### src/rtl/loader_pkg.sv
// Shared types and constants for the UART triangle loader.
// Structs describe the 144-bit triangle layout at the default 16-bit coordinate width.
package loader_pkg;

    localparam logic [7:0] CMD_LOAD_DEFAULT = 8'h01;
    localparam int         COORD_W_DEFAULT  = 16;
    localparam int         TRI_BYTES        = 9 * COORD_W_DEFAULT / 8;

    typedef enum logic [2:0] {
        ST_IDLE   = 3'd0,
        ST_CNT_LO = 3'd1,
        ST_CNT_HI = 3'd2,
        ST_DATA   = 3'd3,
        ST_CHK    = 3'd4
    } loader_state_t;

    // First member is the MSB, so x sits in the low bits of each vertex.
    typedef struct packed {
        logic [COORD_W_DEFAULT-1:0] z;
        logic [COORD_W_DEFAULT-1:0] y;
        logic [COORD_W_DEFAULT-1:0] x;
    } vertex_t;

    typedef struct packed {
        vertex_t v2;
        vertex_t v1;
        vertex_t v0;
    } triangle_t;

endpackage

### src/rtl/tri_out_reg.sv
// Output holding register for assembled triangles with valid/ready handshake.
// Reloads on the same edge the held triangle drains, so there is no bubble.
module tri_out_reg #(
    parameter int W = 144
) (
    input  logic         clk,
    input  logic         rst,
    input  logic         load_i,
    input  logic [W-1:0] load_data_i,
    input  logic [15:0]  load_index_i,
    input  logic         load_last_i,
    output logic         can_load_o,
    input  logic         tri_ready,
    output logic         tri_valid,
    output logic [W-1:0] tri_data,
    output logic [15:0]  tri_index,
    output logic         tri_last
);

    logic         valid_q, valid_d;
    logic [W-1:0] data_q,  data_d;
    logic [15:0]  index_q, index_d;
    logic         last_q,  last_d;

    assign can_load_o = !valid_q || tri_ready;

    // NOTE: every always_comb output gets a default first, so no latch can be inferred.
    always_comb begin
        valid_d = valid_q;
        data_d  = data_q;
        index_d = index_q;
        last_d  = last_q;
        if (load_i && can_load_o) begin
            valid_d = 1'b1;
            data_d  = load_data_i;
            index_d = load_index_i;
            last_d  = load_last_i;
        end else if (tri_ready) begin
            valid_d = 1'b0;
        end
    end

    // NOTE: the data register is reset too because its reset value is visible on the port.
    always_ff @(posedge clk or posedge rst) begin
        if (rst) begin
            valid_q <= 1'b0;
            data_q  <= '0;
            index_q <= '0;
            last_q  <= 1'b0;
        end else begin
            // NOTE: non-blocking assignments keep all flops updating from pre-edge values.
            valid_q <= valid_d;
            data_q  <= data_d;
            index_q <= index_d;
            last_q  <= last_d;
        end
    end

    assign tri_valid = valid_q;
    assign tri_data  = data_q;
    assign tri_index = index_q;
    assign tri_last  = last_q;

endmodule

### src/rtl/uart_triangle_loader.sv
// UART byte-stream parser: CMD_LOAD, 16-bit count (N-1), then N triangle payloads.
// Optional per-triangle XOR checksum byte is enabled by defining LOADER_CHECKSUM_EN.
module uart_triangle_loader
    import loader_pkg::*;
#(
    parameter logic [7:0] CMD_LOAD = CMD_LOAD_DEFAULT,
    parameter int         COORD_W  = COORD_W_DEFAULT
) (
    input  logic                 clk,
    input  logic                 rst,
    input  logic [7:0]           rx_data,
    input  logic                 rx_rdy,
    output logic                 clr_rx_rdy,
    output logic [9*COORD_W-1:0] tri_data,
    output logic                 tri_valid,
    input  logic                 tri_ready,
    output logic                 tri_last,
    output logic [15:0]          tri_index,
    output logic                 busy,
    output logic                 err_cmd,
    output logic                 err_chk
);

    localparam int         DATA_W    = 9 * COORD_W;
    localparam int         TRI_B     = DATA_W / 8;
    localparam logic [7:0] BYTE_LAST = 8'(TRI_B - 1);

    loader_state_t     state_q, state_d;
    logic [15:0]       count_q, count_d;
    logic [15:0]       tri_cnt_q, tri_cnt_d;
    logic [7:0]        byte_cnt_q, byte_cnt_d;
    logic [DATA_W-1:0] asm_q, asm_d;
    logic              err_cmd_q, err_cmd_d;
    logic              clr_q;
    logic              load;
    logic              can_load;
    logic              completes;
    logic              take;
    logic              is_last;

`ifdef LOADER_CHECKSUM_EN
    logic [7:0] chk_q, chk_d;
    logic       err_chk_q, err_chk_d;
    assign completes = (state_q == ST_CHK);
`else
    assign completes = (state_q == ST_DATA) && (byte_cnt_q == BYTE_LAST);
`endif

    // The cycle after a consume, rx_rdy is still the stale level of the old byte.
    assign take       = !rst && rx_rdy && !clr_q && !(completes && !can_load);
    assign clr_rx_rdy = take;
    assign is_last    = (tri_cnt_q == count_q);

    always_comb begin
        state_d    = state_q;
        count_d    = count_q;
        tri_cnt_d  = tri_cnt_q;
        byte_cnt_d = byte_cnt_q;
        asm_d      = asm_q;
        err_cmd_d  = err_cmd_q;
        load       = 1'b0;
`ifdef LOADER_CHECKSUM_EN
        chk_d      = chk_q;
        err_chk_d  = err_chk_q;
`endif
        if (take) begin
            case (state_q)
                ST_IDLE: begin
                    if (rx_data == CMD_LOAD) state_d = ST_CNT_LO;
                    else                     err_cmd_d = 1'b1;
                end
                ST_CNT_LO: begin
                    count_d[7:0] = rx_data;
                    tri_cnt_d    = '0;
                    state_d      = ST_CNT_HI;
                end
                ST_CNT_HI: begin
                    count_d[15:8] = rx_data;
                    tri_cnt_d     = '0;
                    byte_cnt_d    = '0;
`ifdef LOADER_CHECKSUM_EN
                    chk_d         = '0;
`endif
                    state_d       = ST_DATA;
                end
                ST_DATA: begin
                    for (int k = 0; k < TRI_B; k++) begin
                        if (byte_cnt_q == 8'(k)) asm_d[8*k +: 8] = rx_data;
                    end
`ifdef LOADER_CHECKSUM_EN
                    chk_d = chk_q ^ rx_data;
`endif
                    if (byte_cnt_q == BYTE_LAST) begin
                        byte_cnt_d = '0;
`ifdef LOADER_CHECKSUM_EN
                        state_d    = ST_CHK;
`else
                        load       = 1'b1;
                        tri_cnt_d  = tri_cnt_q + 16'd1;
                        state_d    = is_last ? ST_IDLE : ST_DATA;
`endif
                    end else begin
                        byte_cnt_d = byte_cnt_q + 8'd1;
                    end
                end
`ifdef LOADER_CHECKSUM_EN
                ST_CHK: begin
                    // A bad triangle still consumes its slot so the frame stays aligned.
                    if (rx_data == chk_q) load = 1'b1;
                    else                  err_chk_d = 1'b1;
                    chk_d     = '0;
                    tri_cnt_d = tri_cnt_q + 16'd1;
                    state_d   = is_last ? ST_IDLE : ST_DATA;
                end
`endif
                default: state_d = ST_IDLE;
            endcase
        end
    end

    always_ff @(posedge clk or posedge rst) begin
        if (rst) begin
            state_q    <= ST_IDLE;
            count_q    <= '0;
            tri_cnt_q  <= '0;
            byte_cnt_q <= '0;
            asm_q      <= '0;
            err_cmd_q  <= 1'b0;
            clr_q      <= 1'b0;
`ifdef LOADER_CHECKSUM_EN
            chk_q      <= '0;
            err_chk_q  <= 1'b0;
`endif
        end else begin
            state_q    <= state_d;
            count_q    <= count_d;
            tri_cnt_q  <= tri_cnt_d;
            byte_cnt_q <= byte_cnt_d;
            asm_q      <= asm_d;
            err_cmd_q  <= err_cmd_d;
            clr_q      <= take;
`ifdef LOADER_CHECKSUM_EN
            chk_q      <= chk_d;
            err_chk_q  <= err_chk_d;
`endif
        end
    end

    tri_out_reg #(.W(DATA_W)) u_out (
        .clk          (clk),
        .rst          (rst),
        .load_i       (load),
        .load_data_i  (asm_d),
        .load_index_i (tri_cnt_q),
        .load_last_i  (is_last),
        .can_load_o   (can_load),
        .tri_ready    (tri_ready),
        .tri_valid    (tri_valid),
        .tri_data     (tri_data),
        .tri_index    (tri_index),
        .tri_last     (tri_last)
    );

    assign busy    = (state_q != ST_IDLE);
    assign err_cmd = err_cmd_q;
`ifdef LOADER_CHECKSUM_EN
    assign err_chk = err_chk_q;
`else
    assign err_chk = 1'b0;
`endif

endmodule
### config.mk
export PLATFORM = sky130hd
export DESIGN_NAME = uart_triangle_loader
export DESIGN_NICKNAME = d
export VERILOG_FILES = /design/src/rtl/loader_pkg.sv /design/src/rtl/tri_out_reg.sv /design/src/rtl/uart_triangle_loader.sv
export SDC_FILE = /design/constraint.sdc
export NUM_CORES = 1
export LEC_CHECK = 0
export ABC_AREA = 1
export ABC_CLOCK_PERIOD_IN_PS = 16400
export CAP_MARGIN = 25
export CORE_MARGIN = 2
export CORE_UTILIZATION = 40
export CTS_CLUSTER_DIAMETER = 200
export DETAILED_ROUTE_END_ITERATION = 7
export SYNTH_ARGS = -nofsm -noshare
export SYNTH_HDL_FRONTEND = slang
export SYNTH_HIERARCHICAL = 1
export SYNTH_SLANG_ARGS = --single-unit
export TNS_END_PERCENT = 30
### constraint.sdc
create_clock -name clk -period 16.4 [get_ports clk]
set_input_delay 2.46 -clock clk [delete_from_list [all_inputs] [get_ports clk]]
set_output_delay 2.46 -clock clk [all_outputs]
set_load 0.05 [all_outputs]
==> results of run 1 <==
==> registers in the layout, summed over array words and instances, names as in the netlist <==
name	cells
asm_q	144
byte_cnt_q	8
clr_q	1
count_q	16
err_cmd	1
state_q	2
tri_cnt_q	16
u_out/tri_data	144
u_out/tri_index	16
u_out/tri_last	1
u_out/tri_valid	1
==> layout by cell type (no fill, tap or decap), types with 7 or more instances in the layout <==
cell type | synthesis | routed
nand4_1 | 24 | 24
clkbuf_16 | 0 | 39
o21ai_1 | 47 | 47
clkbuf_1 | 12 | 9
nor2_2 | 11 | 11
nor3_1 | 15 | 15
nor2_1 | 39 | 39
xnor2_1 | 10 | 10
nand3_1 | 178 | 178
buf_4 | 6 | 10
o21ai_0 | 97 | 97
inv_1 | 246 | 243
nand2_1 | 607 | 607
clkbuf_8 | 0 | 7
a21oi_2 | 17 | 17
clkdlybuf4s50_1 | 0 | 176
dfrtp_1 | 350 | 350
clkinv_2 | 1 | 7
==> cells in the mapped netlist, drive strengths merged <==
master | count | area [um2]
nand2 | 616 | 2370
dfrtp | 350 | 8760
inv | 250 | 941
nand3 | 186 | 1000
o21ai | 144 | 721
buf | 80 | 553
nor2 | 51 | 226
nand4 | 24 | 150
a21oi | 21 | 169
nor3 | 17 | 95.1
clkbuf | 13 | 50.0
xnor2 | 10 | 87.6
ha | 5 | 62.6
nor4 | 3 | 18.8
o21bai | 2 | 15.0
xor2 | 2 | 17.5
a22oi | 1 | 7.51
clkinv | 1 | 5.00
conb | 1 | 3.75
o211ai | 1 | 7.51
or2 | 1 | 6.26
==> per-stage QoR <==
step	hold WS (ps)	cells
global route	495	2456
CTS	472	2453
global placement	455	2383
floorplan	439	1779
detailed placement	457	2386
finish	466	2456
==> worst min path at each step <==
stage,end
global route,u_out/tri_data[59]$_DFFE_PP0P_
global placement,asm_q[3]$_DFF_PP0_
finish,u_out/tri_index[8]$_DFFE_PP0P_
floorplan,asm_q[0]$_DFF_PP0_
CTS,u_out/tri_index[8]$_DFFE_PP0P_
detailed placement,u_out/tri_index[8]$_DFFE_PP0P_
==> logic make-up (layout without fill, tap and decap cells) <==
group / Yosys count / after routing / share of synthesized area, %
other: 1 / 1 / 0.0246
buffers and inverters: 344 / 510 / 10.1
flip-flops: 350 / 350 / 57.4
AND/OR/NAND/NOR: 898 / 898 / 25.3
AO/OA/AOI/OAI: 169 / 169 / 6.02
adder cells (fa/ha/maj): 5 / 5 / 0.410
XOR/XNOR: 12 / 12 / 0.688
==> layout make-up <==
cell class	count	area [um2]	share of cell area [%]
inverter	251	961	5.19
tap	511	639	3.46
sequential	350	8760	47.3
timing repair buffer	192	1980	10.7
clock buffer	55	1110	5.98
clock inverter	12	81.3	0.440
multi-input combinational	1085	4980	26.9
==> where the power goes <==
part           internal (mW)  switching [mW]
Sequential             0.999           0.104
Clock                  0.471           0.348
Combinational          0.205           0.460
==> per-layer routing <==
layer	global-route usage, %	part of all wire (%)	routed length [um]	vias up
li1	-	-	-	5786
met5	0	0	0	-
met1	29.1	47	18600	5619
met2	33.3	46	18300	269
met4	4.36	1.5	611	0
met3	3.44	5.0	1990	47
==> worst max-delay path, stage by stage <==
cell,delay [ps]
clkdlybuf4s50_1,570
inv_8,580
nand2_1,120
nor2_1,260
nand2_4,140
inv_4,280
clkdlybuf4s50_1,920
==> out/results.ini, run 1 <==
[pwr]
total_power_density_per_cell_area_nw_per_um2 = 140
p_total_mw = 2.59
leakagePower_nw = 9.35
ir_drop_mv = 0.0878

[sta]
worst_slew_margin_rel_pct = 30.4
fin_worst_skew_ps = 15.3
finalCriticalPeriod_ps = 7890
drv_slew = 0
period_share_pct = 48.1
max_freq_mhz = 127
hold_violations = 0
fin_setup_tns_ps = 0
final-setup-viol-count = 0
worst_pin_slew_ps = 1040
rsz0062_at_grt = no
setup_ws_ps = 8510

[clock_tree]
cts_made_buffers = 39
clock-sinks = 350
cts.reportedPaths.clkPinSlew_ps = 60
cts_tree = built
clock-root-buffer = clkbuf_16
post-cts-setup-buffer-count = 0
cts.htree.levels = 2
cts_resized = 0
clk_latency_ps = 530
cts_hold_buffers = 0
ctsLongestPathBuffers = 3

[die]
count_of_standard_cell_rows = 71
floorplan.die_area_um2 = 39700
core_um2 = 37700
die_w_um = 199
top_level_ports = 178
floorplan.initialDensity_pct = 40.5
die_span_y_um = 199

[routing]
drc = 0
antenna_violating_nets_post_route = 0
finalWirelength_mm = 39.4
initialDrtViolationCount = 811
vias_per_cell = 4.77
vias = 11721
drt_pre_antenna_iters = 5
wire_per_inst_um = 16.1

[setup_path]
critPathLaunchType = input port
critical_path.reg2reg.startpoint = u_out/tri_valid$_DFFE_PP0P_
ff2ff_setup_slack_ps = 13230
critPathArrivalTime_ps = 5430
setup.worst_path.class = in2out
worst_setup_path_endpoint = clr_rx_rdy
critical_path_peak_fanout = 116
crit_start = rst
critical_path.reg2reg.endpoint = u_out/tri_data[66]$_DFFE_PP0P_
critPathCaptureType = output pin
worst_r2r_path_depth = 11
critPathRequiredTime_ps = 13940

[global_routing]
vias_in_the_first_global_route = 11850
grt_pass1_wl_mm = 64.1
grt.total_usage_pct = 20.5
overflow = 0
maximum_number_of_pins_on_one_net_before_global_route_repair = 163
antenna_found_initial = 0

[run_status]
run_status = completed

[cells_and_area]
postLayoutCoreUtil_pct = 49.1
fin_nets = 1936
layout-drive-gt1-share_pct = 6.74
syn2layout_area_growth_pct = 21.2
final_cell_area_um2 = 18500
antenna_cells_inserted = 0
number_of_fillers_in_the_final_layout = 3677

[placed_design]
gp_routability_congestion = 0.830
worst_setup_timing_slack_at_the_placement_stage_ps = 8430
dp_hpwl_mm = 24.7
place_area_um2 = 17200
buffer_ports.inserted = 176

[yosys]
synthDistinctLibCells = 37
synth_seq_cells = 350
yosysWarningCount = 6
post_synthesis_average_cell_area_um2 = 8.58
synthesis.instances = 1779
yosysSeqAreaShare_pct = 57.4
mappedNetlistArea_um2 = 15300
synth_nets = 1796

[hold_path]
hold_path_depth = 2
startpoint_of_the_lowest_slack_hold_path = u_out/tri_index[8]$_DFFE_PP0P_
min-delay-path-class = reg2reg

[run]
max_cap_viol_count = 0

No activity file was read; power rests on OpenSTA's default activity.
==> run 2, diff against run 1 <==
--- a/config.mk
+++ b/config.mk
@@ -6,7 +6,7 @@
 export NUM_CORES = 1
 export LEC_CHECK = 0
 export ABC_AREA = 1
-export ABC_CLOCK_PERIOD_IN_PS = 16400
+export ABC_CLOCK_PERIOD_IN_PS = 6300
 export CAP_MARGIN = 25
 export CORE_MARGIN = 2
 export CORE_UTILIZATION = 40
==> constraint.sdc (replaced) <==
create_clock -name clk -period 6.3 [get_ports clk]
set_input_delay 0.945 -clock clk [delete_from_list [all_inputs] [get_ports clk]]
set_output_delay 0.945 -clock clk [all_outputs]
set_load 0.05 [all_outputs]
==> run 2 against run 1 <==
  * First-iteration DRC count fell by 2.5%
  * Sequential share of layout area fell by 0.20 points
  * Total power increased to 2.7 times the previous value
  * Design area increased by 0.43%
  * Critical path depth increased by 1
  * Clock skew is 2.2 ps lower
  * Cell count about the same
  * Sequential power increased to 2.6 times the previous value
  * Global-route usage hardly changed
  * Die area unchanged
==> out/results.ini, run 2 (synthesized netlist as in run 1, its figures left out) <==
[setup_path]
setup.worst_path.class = in2out
critPathCaptureType = output pin
critPathLaunchType = input port
critPathArrivalTime_ps = 3500  ; -1930 ps
critical_path_peak_fanout = 81  ; -30%
critPathRequiredTime_ps = 5350  ; -8590 ps

[sta]
fin_worst_skew_ps = 13.1  ; -2.22 ps
rsz0062_at_grt = no
worst_pin_slew_ps = 1180  ; +142 ps
hold_violations = 0  ; unchanged
max_freq_mhz = 225
period_share_pct = 70.5
worst_slew_margin_rel_pct = 21.2  ; -9.2 points
fin_setup_tns_ps = 0  ; unchanged
drv_slew = 0  ; unchanged
final-setup-viol-count = 0  ; unchanged
finalCriticalPeriod_ps = 4440
setup_ws_ps = 1860  ; -6660 ps

[routing]
met2_wirelength_mm = 18.0  ; -1.4%
finalWirelength_mm = 39.7  ; +0.58%
initialDrtViolationCount = 791  ; -2.5%
maxUsedRoutingLayer = met4
vias = 11659  ; -0.53%
antenna_violating_nets_post_route = 0  ; unchanged
wire_per_inst_um = 16.1  ; +0.54%
wl_met1_mm = 19.0  ; +2.2%
wl_met3_mm = 1.99  ; -0.15%
vias_per_cell = 4.75  ; -0.57%
drc = 0  ; unchanged
drt_pre_antenna_iters = 5  ; unchanged

[placed_design]
dp_hpwl_mm = 24.3  ; -1.7%
worst_setup_timing_slack_at_the_placement_stage_ps = 1430  ; -6990 ps
gp_routability_congestion = 0.843  ; +1.6%
place_area_um2 = 17200  ; about the same
buffer_ports.inserted = 176  ; unchanged

[pwr]
total_power_density_per_cell_area_nw_per_um2 = 374  ; +170%
leakagePower_nw = 9.38  ; +0.33%
ir_drop_mv = 0.203  ; +130%
p_total_mw = 6.94  ; +170%

[global_routing]
grt.total_usage_pct = 20.5  ; -0.027 points
grt_pass1_wl_mm = 64.0  ; -0.24%
antenna_found_initial = 0  ; unchanged
maximum_number_of_pins_on_one_net_before_global_route_repair = 189  ; +16%
vias_in_the_first_global_route = 11597  ; -2.1%
overflow = 0  ; unchanged

[die]
floorplan.initialDensity_pct = 40.5  ; unchanged
die_w_um = 199  ; unchanged
die_span_y_um = 199  ; unchanged
top_level_ports = 178  ; unchanged
core_um2 = 37700  ; unchanged
floorplan.die_area_um2 = 39700  ; unchanged
count_of_standard_cell_rows = 71  ; unchanged

[clock_tree]
cts_tree = built
post-cts-setup-buffer-count = 0  ; unchanged
cts.htree.levels = 2  ; unchanged
cts_hold_buffers = 0  ; unchanged
clk_latency_ps = 520  ; about the same
clock-sinks = 350  ; unchanged
cts_made_buffers = 39  ; unchanged
clock-root-buffer = clkbuf_16
cts_resized = 0  ; unchanged
ctsLongestPathBuffers = 3  ; unchanged
cts.reportedPaths.clkPinSlew_ps = 60  ; about the same

[run_status]
run_status = completed

[cells_and_area]
fin_nets = 1934  ; -0.10%
final_cell_area_um2 = 18600  ; +0.43%
final_cell_mix = nand2_1 (607), dfrtp_1 (350), inv_1 (243), nand3_1 (178), clkdlybuf4s50_1 (176)
number_of_fillers_in_the_final_layout = 3640  ; -1.0%
antenna_cells_inserted = 0  ; unchanged
leading_cell_type_in_the_layout_fill_and_taps_excluded = nand2_1
layout-drive-gt1-share_pct = 6.63  ; -0.11 points
syn2layout_area_growth_pct = 21.7

[hold_path]
min-delay-path-class = reg2reg

[run]
max_cap_viol_count = 0  ; unchanged

## run 2: cell count changes in the layout (fill, tap and decap cells not counted), moves of 2 or more
| cell | previous run | this run |
|---|---|---|
| clkbuf_1 | 9 | 12 |
| clkinv_2 | 7 | 4 |
| bufinv_16 | 0 | 3 |
| clkbuf_8 | 7 | 10 |
| buf_16 | 4 | 2 |
| clkinv_4 | 2 | 0 |
| inv_6 | 4 | 1 |
| clkbuf_16 | 39 | 41 |
## run 2: where the power goes
group | total (mW) | leakage, nW | switching [mW] | internal, mW
combinational | 1.73 | 4.44 | 1.20 | 0.533
clock | 2.34 | 0.646 | 0.904 | 1.43
sequential | 2.87 | 4.30 | 0.270 | 2.60
total | 6.94 | 9.38 | 2.38 | 4.57
## run 2: area by class of cell
cell class,count,area [um2],share of cell area [%]
clock buffers,63,1210,6.50
clock inverters,7,113,0.606
inverters,251,957,5.15
multi-input cells,1085,4980,26.8
flip-flops and latches,350,8760,47.1
well taps,511,639,3.44
repair buffers,190,1930,10.4
## run 2: routing by layer
| layer | global-route usage (%) | vias up |
|---|---|---|
| met5 | 0 | - |
| met4 | 4.61 | 0 |
| met3 | 3.63 | 57 |
| met2 | 32.6 | 249 |
| met1 | 29.4 | 5578 |
| li1 | - | 5775 |
## run 2: metrics by stage
stage | util (%) | hold WS [ps] | cells
2_1_floorplan | - | 439 | 1779
3_3_place_gp | 45.6 | 455 | 2384
3_5_place_dp | 45.8 | 457 | 2386
4_1_cts | 49.3 | 473 | 2456
5_1_grt | 49.3 | 493 | 2457
6_report | 49.3 | 469 | 2457
## run 2: critical path: stages
cell and delay (ps):
clkdlybuf4s50_1 470, inv_1 90, nand2_8 390, nor2_2 90, nand3_2 110, nand2_4 90, inv_4 280, clkdlybuf4s50_1 960
## run 2: final timing paths
path | startpoint | to | slack [ps] | depth (start not counted)
setup / recovery | tri_ready | clr_rx_rdy | 1860 | 8
hold / removal | u_out/tri_index[8]$_DFFE_PP0P_ | u_out/tri_index[8]$_DFFE_PP0P_ | 470 | 2
setup reg to reg | u_out/tri_valid$_DFFE_PP0P_ | u_out/tri_data[65]$_DFFE_PP0P_ | 2540 | 11
hold reg to reg | u_out/tri_index[8]$_DFFE_PP0P_ | u_out/tri_index[8]$_DFFE_PP0P_ | 470 | 2
max in group asynchronous | rst | asm_q[102]$_DFF_PP0_ | 4090 | 3
min in group asynchronous | rst | u_out/tri_data[19]$_DFFE_PP0P_ | 960 | 2
==> run 3, diff against run 2 <==
--- a/config.mk
+++ b/config.mk
@@ -6,7 +6,7 @@
 export NUM_CORES = 1
 export LEC_CHECK = 0
 export ABC_AREA = 1
-export ABC_CLOCK_PERIOD_IN_PS = 6300
+export ABC_CLOCK_PERIOD_IN_PS = 4400
 export CAP_MARGIN = 25
 export CORE_MARGIN = 2
 export CORE_UTILIZATION = 40
==> constraint.sdc (replaced) <==
create_clock -name clk -period 4.4 [get_ports clk]
set_input_delay 0.66 -clock clk [delete_from_list [all_inputs] [get_ports clk]]
set_output_delay 0.66 -clock clk [all_outputs]
set_load 0.05 [all_outputs]
==> run 3 against run 2 <==
  * Combinational power increased by 44%
  * Sequential power rose by 43%
  * Hold slack lost 2.2 ps
  * Critical path depth up 4
  * Total power increased by 42%
  * Register-to-register slack lost 1100 ps
  * Die area unchanged
  * Largest cell class unchanged
  * Highest routed layer is now met5
==> out/results.ini, run 3 (synthesized netlist as in run 1, its figures left out) <==
[run_status]
run_status = completed

[placed_design]
dp_hpwl_mm = 24.5  ; +1.0%
place_area_um2 = 17300  ; +0.20%
post-place-cells = 2387  ; +0.042%
buffer_ports.inserted = 176  ; unchanged
worst_setup_timing_slack_at_the_placement_stage_ps = 759  ; -676 ps
gp_routability_congestion = 0.845  ; +0.21%

[cells_and_area]
layout-drive-gt1-share_pct = 6.79  ; +0.16 points
final_cell_mix = nand2_1 (607), dfrtp_1 (350), inv_1 (243), nand3_1 (178), clkdlybuf4s50_1 (175)
final_cell_area_um2 = 18600  ; about the same
antenna_cells_inserted = 0  ; unchanged
multi_input_area_um2 = 4980  ; unchanged
syn2layout_area_growth_pct = 21.7  ; about the same
leading_cell_type_in_the_layout_fill_and_taps_excluded = nand2_1
number_of_fillers_in_the_final_layout = 3688  ; +1.3%
fin_nets = 1935  ; +0.052%
final_cells = 2455  ; -0.081%
ff_latch_area_um2 = 8760  ; unchanged

[clock_tree]
cts_hold_buffers = 0  ; unchanged
clk_latency_ps = 530  ; about the same
cts.reportedPaths.clkPinSlew_ps = 60  ; about the same
post-cts-setup-buffer-count = 0  ; unchanged
cts.htree.levels = 2  ; unchanged
ctsLongestPathBuffers = 3  ; unchanged
cts_resized = 0  ; unchanged
cts_made_buffers = 39  ; unchanged
clock-sinks = 350  ; unchanged
clock-root-buffer = clkbuf_16
cts_tree = built

[setup_path]
critical_path.reg2reg.startpoint = u_out/tri_valid$_DFFE_PP0P_
critPathArrivalTime_ps = 3620  ; +120 ps
setup.worst_path.class = in2reg
critPathLaunchType = input port
critPathCaptureType = flop
critPathRequiredTime_ps = 4860  ; -490 ps
crit_start = tri_ready
critical_path_peak_fanout = 161  ; +99%

[pwr]
part_of_the_power_in_registers_pct = 41.6  ; +0.2 points
ir_drop_mv = 0.330  ; +63%
power.internal_mw = 6.46  ; +41%
power_switching_mw = 3.39  ; +43%
power_frac_comb_pct = 25.3  ; +0.3 points
leakagePower_nw = 9.37  ; about the same
total_power_density_per_cell_area_nw_per_um2 = 530  ; +42%
clkPwrFrac_pct = 33.0  ; -0.7 points
sw_frac_of_total_pct = 34.4  ; +0.21 points
p_total_mw = 9.84  ; +42%

[sta]
setup_ws_ps = 1240  ; -616 ps
drv_slew = 0  ; unchanged
period_share_pct = 71.8
finalCriticalPeriod_ps = 3160
worst_slew_margin_rel_pct = 19.8  ; -1.3 points
rsz0062_at_grt = no
hold_violations = 0  ; unchanged
max_freq_mhz = 317
final-setup-viol-count = 0  ; unchanged
fin_worst_skew_ps = 9.68  ; -3.40 ps
finalHoldWorstSlack_ps = 466  ; -2.24 ps
worst_pin_slew_ps = 1200  ; +19.8 ps

[die]
core_um2 = 37700  ; unchanged
die_w_um = 199  ; unchanged
floorplan.initialDensity_pct = 40.5  ; unchanged
count_of_standard_cell_rows = 71  ; unchanged
top_level_ports = 178  ; unchanged
floorplan.die_area_um2 = 39700  ; unchanged
die_span_y_um = 199  ; unchanged

[routing]
drc = 0  ; unchanged
vias_per_cell = 4.75  ; +0.15%
antenna_violating_nets_post_route = 0  ; unchanged
wire_per_inst_um = 16.2  ; +0.30%
drt_pre_antenna_iters = 5  ; unchanged
finalWirelength_mm = 39.7  ; +0.21%
vias = 11667  ; +0.069%
initialDrtViolationCount = 955  ; +21%

[hold_path]
startpoint_of_the_lowest_slack_hold_path = u_out/tri_data[12]$_DFFE_PP0P_
min-delay-path-class = reg2reg

[global_routing]
vias_in_the_first_global_route = 11628  ; +0.27%
gr-max-usage-layer = met2
overflow = 0  ; unchanged
gr-usage-met3_pct = 4.24  ; +0.61 points
grt.total_usage_pct = 20.5  ; about the same
maximum_number_of_pins_on_one_net_before_global_route_repair = 189  ; unchanged
grt_util_met2_pct = 31.8  ; -0.83 points
grt_pass1_wl_mm = 64.1  ; +0.17%
grt_util_met1_pct = 29.5  ; +0.088 points
antenna_found_initial = 1  ; +1

[run]
max_cap_viol_count = 0  ; unchanged

run 3: final cells by class:
cell class	count	share of cell area, %
sequential	350	47.1
multi-input combinational	1085	26.8
timing repair buffer	191	10.6
clock buffer	58	6.35
inverter	251	5.15
tap	511	3.44
clock inverter	9	0.539
run 3: power groups by stage:
stage	logic [mW]	clock network (mW)	registers [mW]
2_1_floorplan	1.04	0	4.79
5_1_grt	2.74	3.46	4.17
3_3_place_gp	2.46	0	4.14
3_5_place_dp	2.50	0	4.15
6_report	2.49	3.25	4.10
4_1_cts	2.51	3.33	4.10
run 3: final timing paths:
| check | end | slack (ps) | cells past startpoint |
|---|---|---|---|
| max | u_out/tri_data[21]$_DFFE_PP0P_ | 1240 | 12 |
| min | u_out/tri_data[12]$_DFFE_PP0P_ | 470 | 2 |
| max reg2reg | u_out/tri_data[21]$_DFFE_PP0P_ | 1470 | 10 |
| min reg2reg | u_out/tri_data[12]$_DFFE_PP0P_ | 470 | 2 |
| max in group asynchronous | asm_q[36]$_DFF_PP0_ | 2550 | 3 |
| min in group asynchronous | u_out/tri_data[20]$_DFFE_PP0P_ | 790 | 2 |
run 3: through the flow:
stage               setup TNS [ps]  utilization (%)
finish                           0             49.3
global route                     0             49.3
CTS                              0             49.2
detailed placement               0             45.8
global placement                 0             45.8
floorplan                   -84980                -
run 3: per-layer routing:
metal	part of all wire (%)	wire (um)	up-vias
li1	-	-	5783
met1	47	18800	5557
met2	45	17900	272
met3	5.8	2290	53
met4	1.9	763	2
met5	0.048	19	-
run 3: critical path, cell delays in order:
cell	delay, ps
clkdlybuf4s50_1	470
inv_1	90
nand2_8	270
nor2_2	80
nand3_2	100
nand2_4	90
inv_4	280
nand3_4	270
inv_4	170
buf_12	410
nand3_1	240
nand2_1	120
